--- config.mk ---
export PLATFORM = sky130hd
export DESIGN_NAME = cpu_control_fsm
export DESIGN_NICKNAME = d
export VERILOG_FILES = /design/src/rtl/cpu_control_fsm.sv
export SDC_FILE = /design/constraint.sdc
export NUM_CORES = 1
export LEC_CHECK = 0
export ABC_AREA = 1
export CELL_PAD_IN_SITES_DETAIL_PLACEMENT = 1
export CELL_PAD_IN_SITES_GLOBAL_PLACEMENT = 1
export CORE_UTILIZATION = 25
export DETAILED_ROUTE_END_ITERATION = 6
export GPL_TIMING_DRIVEN = 0
export PLACE_DENSITY = 0.91
export SETUP_SLACK_MARGIN = 0.1
export SLEW_MARGIN = 20
export SYNTH_ARGS = -nofsm -noshare
export SYNTH_HDL_FRONTEND = slang
export SYNTH_SLANG_ARGS = --single-unit
export TNS_END_PERCENT = 100
--- constraint.sdc ---
create_clock -name clk -period 4.25 [get_ports clk]
set_input_delay 1.275 -clock clk [delete_from_list [all_inputs] [get_ports clk]]
set_output_delay 1.275 -clock clk [all_outputs]
set_load 0.02 [all_outputs]
--- src/rtl/cpu_control_fsm.sv ---
// Multi-cycle control unit for the 16-bit CR16-style datapath: owns the IR and the
// FETCH/DECODE/EXEC/MEM sequencer and drives the PC, memories, register file and ALU.
module cpu_control_fsm (
  input  logic        clk,
  input  logic        rst_n,
  input  logic [15:0] pc_in,
  output logic        pc_en,
  output logic [15:0] pc_next,
  input  logic [15:0] imem_dout,
  output logic        imem_en,
  output logic [8:0]  imem_addr,
  output logic        dmem_en,
  output logic        dmem_we,
  output logic [8:0]  dmem_addr,
  output logic [15:0] dmem_din,
  input  logic [15:0] dmem_dout,
  output logic        rf_we,
  output logic [3:0]  rf_waddr,
  output logic [15:0] rf_wdata,
  output logic [3:0]  rf_ra_addr,
  output logic [3:0]  rf_rb_addr,
  input  logic [15:0] rf_ra_data,
  input  logic [15:0] rf_rb_data,
  output logic [4:0]  alu_op,
  output logic [4:0]  alu_shamt,
  output logic        alu_flags_en,
  output logic [4:0]  alu_flags_sel,
  output logic        alu_cin,
  input  logic [15:0] alu_out,
  input  logic [4:0]  alu_flags,
  output logic [15:0] ir_out
);

  typedef enum logic [1:0] {
    S_FETCH  = 2'd0,
    S_DECODE = 2'd1,
    S_EXEC   = 2'd2,
    S_MEM    = 2'd3
  } state_e;

  localparam logic [3:0] OP_RTYPE = 4'b0000;
  localparam logic [3:0] OP_MEMJ  = 4'b0100;
  localparam logic [3:0] OP_SHIFT = 4'b1000;
  localparam logic [3:0] OP_BCOND = 4'b1100;

  localparam logic [3:0] EXT_ADDC = 4'b0111;
  localparam logic [3:0] EXT_SUBC = 4'b1010;
  localparam logic [3:0] EXT_CMP  = 4'b1011;

  state_e      state_q, state_d;
  logic [15:0] ir_q, ir_d;

  logic [3:0]  op, rd, ext;
  logic        rt_valid;
  logic [4:0]  rt_mask;
  logic        is_rtype, is_shift, is_load, is_stor, is_jal, is_jcond, is_bcond;
  logic        taken;
  logic [15:0] pc_plus1, pc_branch;

  // PSR order is {C,N,Z,F,L}.
  function automatic logic cond_met(input logic [3:0] cc, input logic [4:0] f);
    logic c, n, z, fl, l;
    {c, n, z, fl, l} = f;
    case (cc)
      4'b0000: cond_met = z;
      4'b0001: cond_met = !z;
      4'b0010: cond_met = c;
      4'b0011: cond_met = !c;
      4'b0100: cond_met = l;
      4'b0101: cond_met = !l;
      4'b0110: cond_met = n;
      4'b0111: cond_met = !n;
      4'b1000: cond_met = fl;
      4'b1001: cond_met = !fl;
      4'b1010: cond_met = !l && !z;
      4'b1011: cond_met = l || z;
      4'b1100: cond_met = !n && !z;
      4'b1101: cond_met = n || z;
      4'b1110: cond_met = 1'b1;
      default: cond_met = 1'b0;
    endcase
  endfunction

  assign op  = ir_q[15:12];
  assign rd  = ir_q[11:8];
  assign ext = ir_q[7:4];

  assign pc_plus1  = pc_in + 16'd1;
  assign pc_branch = pc_in + {{8{ir_q[7]}}, ir_q[7:0]};
  assign taken     = cond_met(rd, alu_flags);

  // NOTE: every combinational output gets a default before the case, so no path leaves one unassigned and no latch is inferred.
  always_comb begin
    rt_valid = 1'b1;
    rt_mask  = 5'b00000;
    case (ext)
      4'b0001, 4'b0010, 4'b0011:          rt_mask = 5'b01100;
      4'b0101, 4'b0111, 4'b1001, 4'b1010: rt_mask = 5'b11111;
      4'b0110:                            rt_mask = 5'b10000;
      4'b1011:                            rt_mask = 5'b01101;
      4'b1101:                            rt_mask = 5'b00000;
      default:                            rt_valid = 1'b0;
    endcase
  end

  assign is_rtype = (op == OP_RTYPE) && rt_valid;
  assign is_shift = (op == OP_SHIFT) && (ir_q[7:5] == 3'b000);
  assign is_load  = (op == OP_MEMJ) && (ext == 4'b0000);
  assign is_stor  = (op == OP_MEMJ) && (ext == 4'b0100);
  assign is_jal   = (op == OP_MEMJ) && (ext == 4'b1000);
  assign is_jcond = (op == OP_MEMJ) && (ext == 4'b1100);
  assign is_bcond = (op == OP_BCOND);

  assign rf_waddr   = rd;
  assign rf_ra_addr = rd;
  assign rf_rb_addr = ir_q[3:0];
  assign ir_out     = ir_q;

  always_comb begin
    state_d       = state_q;
    ir_d          = ir_q;
    pc_en         = 1'b0;
    pc_next       = pc_plus1;
    imem_en       = 1'b0;
    imem_addr     = 9'd0;
    dmem_en       = 1'b0;
    dmem_we       = 1'b0;
    dmem_addr     = 9'd0;
    dmem_din      = 16'd0;
    rf_we         = 1'b0;
    rf_wdata      = 16'd0;
    alu_op        = 5'd0;
    alu_shamt     = 5'd0;
    alu_flags_en  = 1'b0;
    alu_flags_sel = 5'd0;
    alu_cin       = 1'b0;

    // While reset is held the state already reads FETCH, but nothing may be enabled yet.
    if (rst_n) begin
      case (state_q)
        S_FETCH: begin
          imem_en   = 1'b1;
          imem_addr = pc_in[8:0];
          state_d   = S_DECODE;
        end
        S_DECODE: begin
          ir_d    = imem_dout;
          state_d = S_EXEC;
        end
        S_EXEC: begin
          if (is_load) begin
            dmem_en   = 1'b1;
            dmem_addr = rf_rb_data[8:0];
            state_d   = S_MEM;
          end else begin
            pc_en   = 1'b1;
            state_d = S_FETCH;
            if (is_rtype) begin
              alu_op        = {1'b0, ext};
              rf_wdata      = alu_out;
              rf_we         = (ext != EXT_CMP);
              alu_flags_sel = rt_mask;
              alu_flags_en  = |rt_mask;
              alu_cin       = ((ext == EXT_ADDC) || (ext == EXT_SUBC)) ? alu_flags[4] : 1'b0;
            end else if (is_shift) begin
              alu_op    = 5'b10000;
              alu_shamt = ir_q[4:0];
              rf_we     = 1'b1;
              rf_wdata  = alu_out;
            end else if (is_stor) begin
              dmem_en   = 1'b1;
              dmem_we   = 1'b1;
              dmem_addr = rf_rb_data[8:0];
              dmem_din  = rf_ra_data;
            end else if (is_jal) begin
              rf_we    = 1'b1;
              rf_wdata = pc_plus1;
              pc_next  = rf_rb_data;
            end else if (is_jcond) begin
              pc_next = taken ? rf_rb_data : pc_plus1;
            end else if (is_bcond) begin
              pc_next = taken ? pc_branch : pc_plus1;
            end
          end
        end
        S_MEM: begin
          rf_we    = 1'b1;
          rf_wdata = dmem_dout;
          pc_en    = 1'b1;
          state_d  = S_FETCH;
        end
        default: state_d = S_FETCH;
      endcase
    end
  end

  // NOTE: state is updated with non-blocking assignments so every flop samples pre-edge values.
  always_ff @(posedge clk or negedge rst_n) begin
    if (!rst_n) begin
      state_q <= S_FETCH;
      ir_q    <= 16'd0;
    end else begin
      state_q <= state_d;
      ir_q    <= ir_d;
    end
  end

endmodule

# Yosys cells after proc, flatten, opt, wreduce, memory -nomap -nowiden
# Cells that the tools add are included.
# W data, S select, Z words.
[classes] n_eq_ne=34 mux=81 n_reduce_logical=26 n_addsub=2
[ops] op="$mux W16" n=23
[ops] op="$mux W9" n=8
[ops] op="$mux W5" n=14
[ops] op="$eq A4 B4 Y1 const B" n=15
[ops] op="$eq A4 B3 Y1 const B" n=9
[ops] op="$pmux W16 S2" n=1
[ops] op="$mux W1" n=29
[ops] op="$pmux W5 S4" n=1
[ops] op="$add A16 B1 Y16 const B" n=1
[ops] op="$add A16 B16 Y16" n=1
[ops] op="$eq A4 B2 Y1 const B" n=4
[ops] op="$pmux W1 S15" n=1
[ops] op="$logic_not A4 Y1" n=3
[ops] op="$reduce_or A10 Y1" n=1
[ops] op="$eq A4 B1 Y1 const B" n=2
[ops] op="$logic_and A1 B1 Y1" n=8
[ops] op="$pmux W2 S4" n=1
[ops] op="$logic_not A1 Y1" n=5
[ops] op="$reduce_or A5 Y1" n=1
[ops] op="$eq A2 B2 Y1 const B" n=2
[ops] op="$ne A4 B4 Y1 const B" n=1
[ops] op="$pmux W1 S2" n=2
[ops] op="$reduce_or A4 Y1" n=1
[ops] op="$logic_not A3 Y1" n=1
[ops] op="6 further kinds" n=8
[word_totals] input_bits=103 ff_bits=18 wordCells=145

# Logic depth before layout (Yosys ltp)
# Gate-level depths: netlist of the first run.
[depth] word_depth=13 depth_mapped=16

# Worst setup path after synthesis of the first run
# Ideal clock, no wire load.
[synth_path] kind="input-to-output" start="in pc_in[0]" end="out pc_next[8]" path_stages=13 required_time_ns=2.975 arrival_time_ns=2.915 slack_ns=0.060 cell_sequence="ha_1 -> fa_1 -> nand3_1 -> nand3_1 -> nand4_1 -> nand2_1 -> nand2_1 -> nand2_1 -> nand3_1 -> nand3_1 -> nand2_1 -> nand2_1 -> a21oi_1"
[synth_between] elab_chain_cells=11 word_cells_on_any_way=13 classes_between="2 x add/sub; 11 x mux"
[synth_lines] element="start: declaration" line_no="6" text="input logic [15:0] pc_in,"
[synth_lines] element="$add A16 B1 Y16 or $add A16 B16 Y16 (tied branches)" line_no="88, 89"
[synth_lines] element="$mux W16" line_no="182" text="pc_next = taken ? pc_branch : pc_plus1;"
[synth_lines] element="$mux W16" line_no="181" text="end else if (is_bcond) begin"
[synth_lines] element="$mux W16" line_no="179" text="end else if (is_jcond) begin"
[synth_lines] element="$mux W16" line_no="175" text="end else if (is_jal) begin"
[synth_lines] element="$mux W16" line_no="170" text="end else if (is_stor) begin"
[synth_lines] element="$mux W16" line_no="165" text="end else if (is_shift) begin"
[synth_lines] element="$mux W16" line_no="158" text="if (is_rtype) begin"
[synth_lines] element="$mux W16" line_no="151" text="if (is_load) begin"
[synth_lines] element="$mux W16" line_no="140" text="case (state_q)"
[synth_lines] element="$mux W16 *" line_no="139" text="if (rst_n) begin"
[synth_lines] element="end: declaration" line_no="8" text="output logic [15:0] pc_next,"
# Every way passes the cells marked *; elsewhere a longest branch is shown, timed or not.

# Worst setup path after layout of the first run
# Same ends and word-level chain as after synthesis.

==> results.cfg, run 1 <==
[run_status]
outcome = complete, but fails checks
violations = setup timing

[finish]
design_area_um2 = 7800
drive_gt1_share_pct = 31.4
syn2layout_area_growth_pct = 89.8
nets = 1166
n_antenna_cell = 0
final_core_utilization_pct = 48.9

[cts]
cts.sinks = 18
cts_tree = yes
htreeDepth = 1
clk_pin_slew_ps = 50
cts_hold_buf = 0
clock_latency_ps = 250
cts_buffers = 3
clockBufferDepth = 2
cts-root-buf = clkbuf_16

[synth]
yosys.cell_count.top_type = nand2_1
yosys.area.top_type_share_pct = 18.0
ys_top_cells_by_area = nand2_1, nor2_1, dfrtp_1
synth-edff-count = 0
synth_top_flop_cell = dfrtp_1
synth_cells = 769
synth_top_area_cell = nand2_1
ys_seq_area_share_pct = 11.0
synth_nets = 889
async_flop_share_pct = 100
synthDistinctLibCells = 39
syn_avg_cell_area_um2 = 5.34
ys_ff_latch = 18
ys_warn_count = 0
synth_area_um2 = 4110
synthTopCellsByCount = nand2_1, nor2_1, inv_1

[routing]
route.detailed.drc = 0
via_per_inst = 5.15
wl_um = 25100
wire_per_inst_um = 19.9
dr_total_vias = 6485
drt_iter0_drc = 297
postRouteAntennaNets = 0
drt_pass1_iterations = 5

[grt]
grt_max_degree = 20
grt_pass1_vias = 6649
grtUsageTotal_pct = 26.4
grt_pass1_wl_um = 34900
grt_overflow = 0
antenna_found_initial = 0

[worst_setup_path]
cp_max_fo = 3
required_ps = 2970
worst-setup-path-type = input port to output port
cp.arrival_ps = 3150
cp_slowest_cell = fa_2
cp-start-kind = input port
cpPeakStageDelay_ps = 370
path_cells = buf_12, ha_4, fa_2, nand3_2, nand3_4, nand4_1, nand2_1, nand2_1, nand2_1, nand3_1, nand3_1, nand2_1, nand2_1, a21oi_2, buf_6
critPathCaptureType = output port
cp_common_cell = nand2_1

[pwr]
p_leak_uw = 0.00381
p_per_area_nw_per_um2 = 533
peakVddDrop_mv = 0.412
power.total_uw = 4160

[sta]
setup_slack_ps = -172
clock_skew_ps = 1.95
hold_viol = 0
tightest_slew_ps = 609
relSlewSlack_pct = 59.2
period_share_pct = 104
max_freq_mhz = 226
setup_viol = 8
slew_viol_final = 0
grt_setup_unrepaired = true
finalCriticalPeriod_ps = 4420

[floorplan]
ios = 219
row_count = 46
dieWidth_um = 130
die_h_um = 130
initial_core_util_pct = 25.8
core-area_um2 = 15900
die_area_um2 = 17000

[flow_run]
maxCapViolCount = 0

[place]
globalplace.congestion = 0.922
portBuffers = 218
placed_cell_area_um2 = 6570
hpwl_um = 16900

[hold_path]
min_path_type = register to register
-- metal layers --
layer / global-route usage [%] / vias up / part of all wire [%]
met5: 0 / - / 0
met3: 3.77 / 86 / 6.2
met4: 12.1 / 0 / 4.9
met1: 31.1 / 3112 / 39
met2: 47.2 / 301 / 50
li1: - / 2986 / -
-- flip-flops by register name, summed over array words and instances (netlist names) --
name / count
state_q: 2
ir_out: 16
-- what timing repair did --
action	4_1_cts	5_1_grt
buffers inserted	32	20
resized for setup	414	111
endpoints found under the setup margin	88	59
cloned	2	0
pin swaps	67	40
-- cells in the final DEF (no fill, tap or decap), types with 6 or more instances in the layout --
| cell | synthesis | final |
|---|---|---|
| buf_6 | 6 | 26 |
| clkbuf_1 | 8 | 8 |
| nor2_1 | 124 | 106 |
| dfrtp_1 | 18 | 16 |
| a21oi_2 | 4 | 14 |
| nand3_1 | 60 | 40 |
| clkdlybuf4s50_1 | 0 | 133 |
| dlygate4sd2_1 | 0 | 20 |
| nand2_1 | 197 | 153 |
| o21ai_0 | 22 | 14 |
| nand2_2 | 4 | 41 |
| o21ai_1 | 21 | 21 |
| clkdlybuf4s15_2 | 0 | 8 |
| nand4_1 | 13 | 13 |
| inv_1 | 116 | 105 |
| clkbuf_2 | 0 | 10 |
| ha_4 | 0 | 14 |
| buf_4 | 13 | 71 |
| o21ai_2 | 0 | 7 |
| nand2_4 | 1 | 8 |
| nor2_2 | 5 | 17 |
| buf_2 | 13 | 22 |
| nand3_2 | 1 | 18 |
| buf_8 | 0 | 6 |
| inv_2 | 3 | 9 |
| a21oi_1 | 61 | 47 |
| nor2_4 | 4 | 10 |
| a22oi_1 | 16 | 15 |
-- area by class of cell --
class                   instances  area, um2
well taps                     216        270
plain buffers                  40        283
multi-input cells             590       3690
flip-flops and latches         18        455
clock buffers                   3       75.1
repair buffers                272       2550
fillers                      2078       8140
inverters                     121        477
-- metrics by stage --
step	TNS [ps]	instances	setup slack, ps	hold WS [ps]
5_1_grt	-1440	1260	-281	632
4_1_cts	-169	1240	-50.7	577
3_3_place_gp	-98660	1203	-1530	530
6_report	-727	1260	-172	589
2_1_floorplan	0	769	118	558
3_5_place_dp	-104460	1203	-1610	539
-- path summary, 6_finish.rpt --
path                                           to  slack, ps  depth (start not counted)                   start
setup / recovery                       pc_next[8]       -170                         15                pc_in[0]
hold / removal             ir_out[12]$_DFFE_PN0P_        590                          1  ir_out[12]$_DFFE_PN0P_
setup reg to reg           ir_out[10]$_DFFE_PN0P_       2300                          5  state_q[0]$_DFFE_PN0P_
hold reg to reg            ir_out[12]$_DFFE_PN0P_        590                          1  ir_out[12]$_DFFE_PN0P_
max in group asynchronous   ir_out[7]$_DFFE_PN0P_       3140                          2                   rst_n
min in group asynchronous  ir_out[14]$_DFFE_PN0P_        800                          1                   rst_n
-- critical path: cells and delay by family --
kind	cells	cell delay (ps)
buf+inv	2	250
compound gates	1	150
simple gates	10	930
fa+ha+maj	2	530
-- power by group --
group	leakage, uW	switching (uW)	internal (uW)
combinational	0.00357	2050	1520
sequential	0.000196	142	254
clock	0.0000370	65.5	124
-- cell families after synthesis --
logic type               synth area share (%)
buffers and inverters                    17.5
XOR/XNOR                                 2.98
multiplexers                            0.548
adder cells (fa/ha/maj)                  5.36
AND/OR/NAND/NOR                          43.8
AO/OA/AOI/OAI                            18.8
flip-flops                               11.0
Power figures use the tool's default switching activity.
==> run 2, diff against run 1 <==
- MAX_ROUTING_LAYER: default -> met4
==> results.cfg, run 2 (synthesis gave the netlist of run 1 again) <==
[run_status]
outcome = complete, but fails checks
violations = setup timing

[finish]
largest_reg_flops = 16
n_antenna_cell = 0
nets = 1169
design_area_um2 = 7920
final_common_cell = nand2_1
final_cell_mix = nand2_1, clkdlybuf4s50_1, nor2_1, inv_1, buf_4
drive_gt1_share_pct = 31.2
fillCellCount = 2093
syn2layout_area_growth_pct = 92.6

[pwr]
peakVddDrop_mv = 0.404
p_leak_uw = 0.00388
p_per_area_nw_per_um2 = 527

[cts]
htreeDepth = 1
clockBufferDepth = 2
cts_hold_buf = 0
cts.sinks = 18
cts_buffers = 3
cts_tree = yes
clk_pin_slew_ps = 50
clock_latency_ps = 250
cts-root-buf = clkbuf_16

[worst_setup_path]
critPathCaptureType = output port
cp.arrival_ps = 3110
cp-start-kind = input port
cp_max_fo = 4
required_ps = 2970
worst-setup-path-type = input port to output port

[grt]
grt_max_degree = 20
grtUsageTotal_pct = 26.8
antenna_found_initial = 0
grt_overflow = 0
grt_pass1_vias = 6433
grt_pass1_wl_um = 34200

[sta]
grt_setup_unrepaired = true
finalSetupTns_ps = -615
setup_slack_ps = -140
hold_viol = 0
max_freq_mhz = 228
setup_viol = 10
relSlewSlack_pct = 59.9
clock_skew_ps = 2.47
finalCriticalPeriod_ps = 4390
tightest_slew_ps = 599
period_share_pct = 103
slew_viol_final = 0

[floorplan]
dieWidth_um = 130
die_area_um2 = 17000
ios = 219
die_h_um = 130
initial_core_util_pct = 25.8
row_count = 46
core-area_um2 = 15900

[place]
placed_cell_area_um2 = 6570
hpwl_um = 16800
post-place-ws_ps = -1580
globalplace.congestion = 0.940
portBuffers = 218

[routing]
dr_total_vias = 6508
postRouteAntennaNets = 0
drt_pass1_iterations = 4
via_per_inst = 5.15
route.detailed.drc = 0
wire_per_inst_um = 19.7
wl_um = 24900
drt_iter0_drc = 331

[flow_run]
maxCapViolCount = 0

[hold_path]
min_path_type = register to register
-- run 2: critical path, cell delays in order --
cell,delay [ps]
buf_12,110
ha_4,160
fa_2,360
nand3_2,100
nand3_4,90
nand4_1,120
nand2_1,70
nand2_1,70
nand2_1,60
nand3_1,70
nand3_1,90
nand2_1,100
nand2_1,80
a21oi_2,190
buf_6,150
-- run 2: layer usage --
layer | GRT usage [%] | vias to the layer above | wire length (um)
li1 | - | 2996 | -
met1 | 30.8 | 3130 | 9700
met2 | 46.9 | 288 | 12300
met3 | 3.53 | 94 | 1620
met4 | 10.3 | 0 | 1250
met5 | - | - | 0
-- run 2: final timing paths --
kind / cells past startpoint / from / slack, ps / endpoint
hold / removal: 1 / ir_out[13]$_DFFE_PN0P_ / 560 / ir_out[13]$_DFFE_PN0P_
setup reg to reg: 5 / state_q[0]$_DFFE_PN0P_ / 2340 / ir_out[1]$_DFFE_PN0P_
max in group asynchronous: 2 / rst_n / 3100 / ir_out[7]$_DFFE_PN0P_
setup / recovery: 15 / pc_in[0] / -140 / pc_next[8]
hold reg to reg: 1 / ir_out[13]$_DFFE_PN0P_ / 560 / ir_out[13]$_DFFE_PN0P_
min in group asynchronous: 1 / rst_n / 800 / ir_out[13]$_DFFE_PN0P_
-- run 2: cell type report --
class | count | area, um2 | share of cell area, %
Multi-Input combinational cell | 591 | 3770 | 47.6
Timing Repair Buffer | 274 | 2580 | 32.6
Inverter | 121 | 475 | 6.01
Sequential cell | 18 | 455 | 5.75
Buffer | 40 | 287 | 3.62
Tap cell | 216 | 270 | 3.41
Clock buffer | 3 | 75.1 | 0.948
-- run 2: metrics by stage --
stage	total power (uW)	hold WS, ps	util [%]	instances
final	4170	558	49.7	1263
after global routing	4380	568	49.7	1263
after CTS	3700	563	46.4	1239
after detailed placement	2990	542	41.2	1203
after global placement	2920	528	41.2	1203
after floorplan	1990	558	-	769
-- run 2: report_power, final --
group	switching (uW)	internal (uW)
sequential	141	254
combinational	2070	1530
clock	62.4	124
-- run 2: what timing repair did --
item | 4_1_cts | 5_1_grt
pin swaps | 52 | 79
setup buffers | 29 | 23
gates cloned | 4 | 1
resized for setup | 407 | 137
endpoints found under the setup margin | 88 | 52
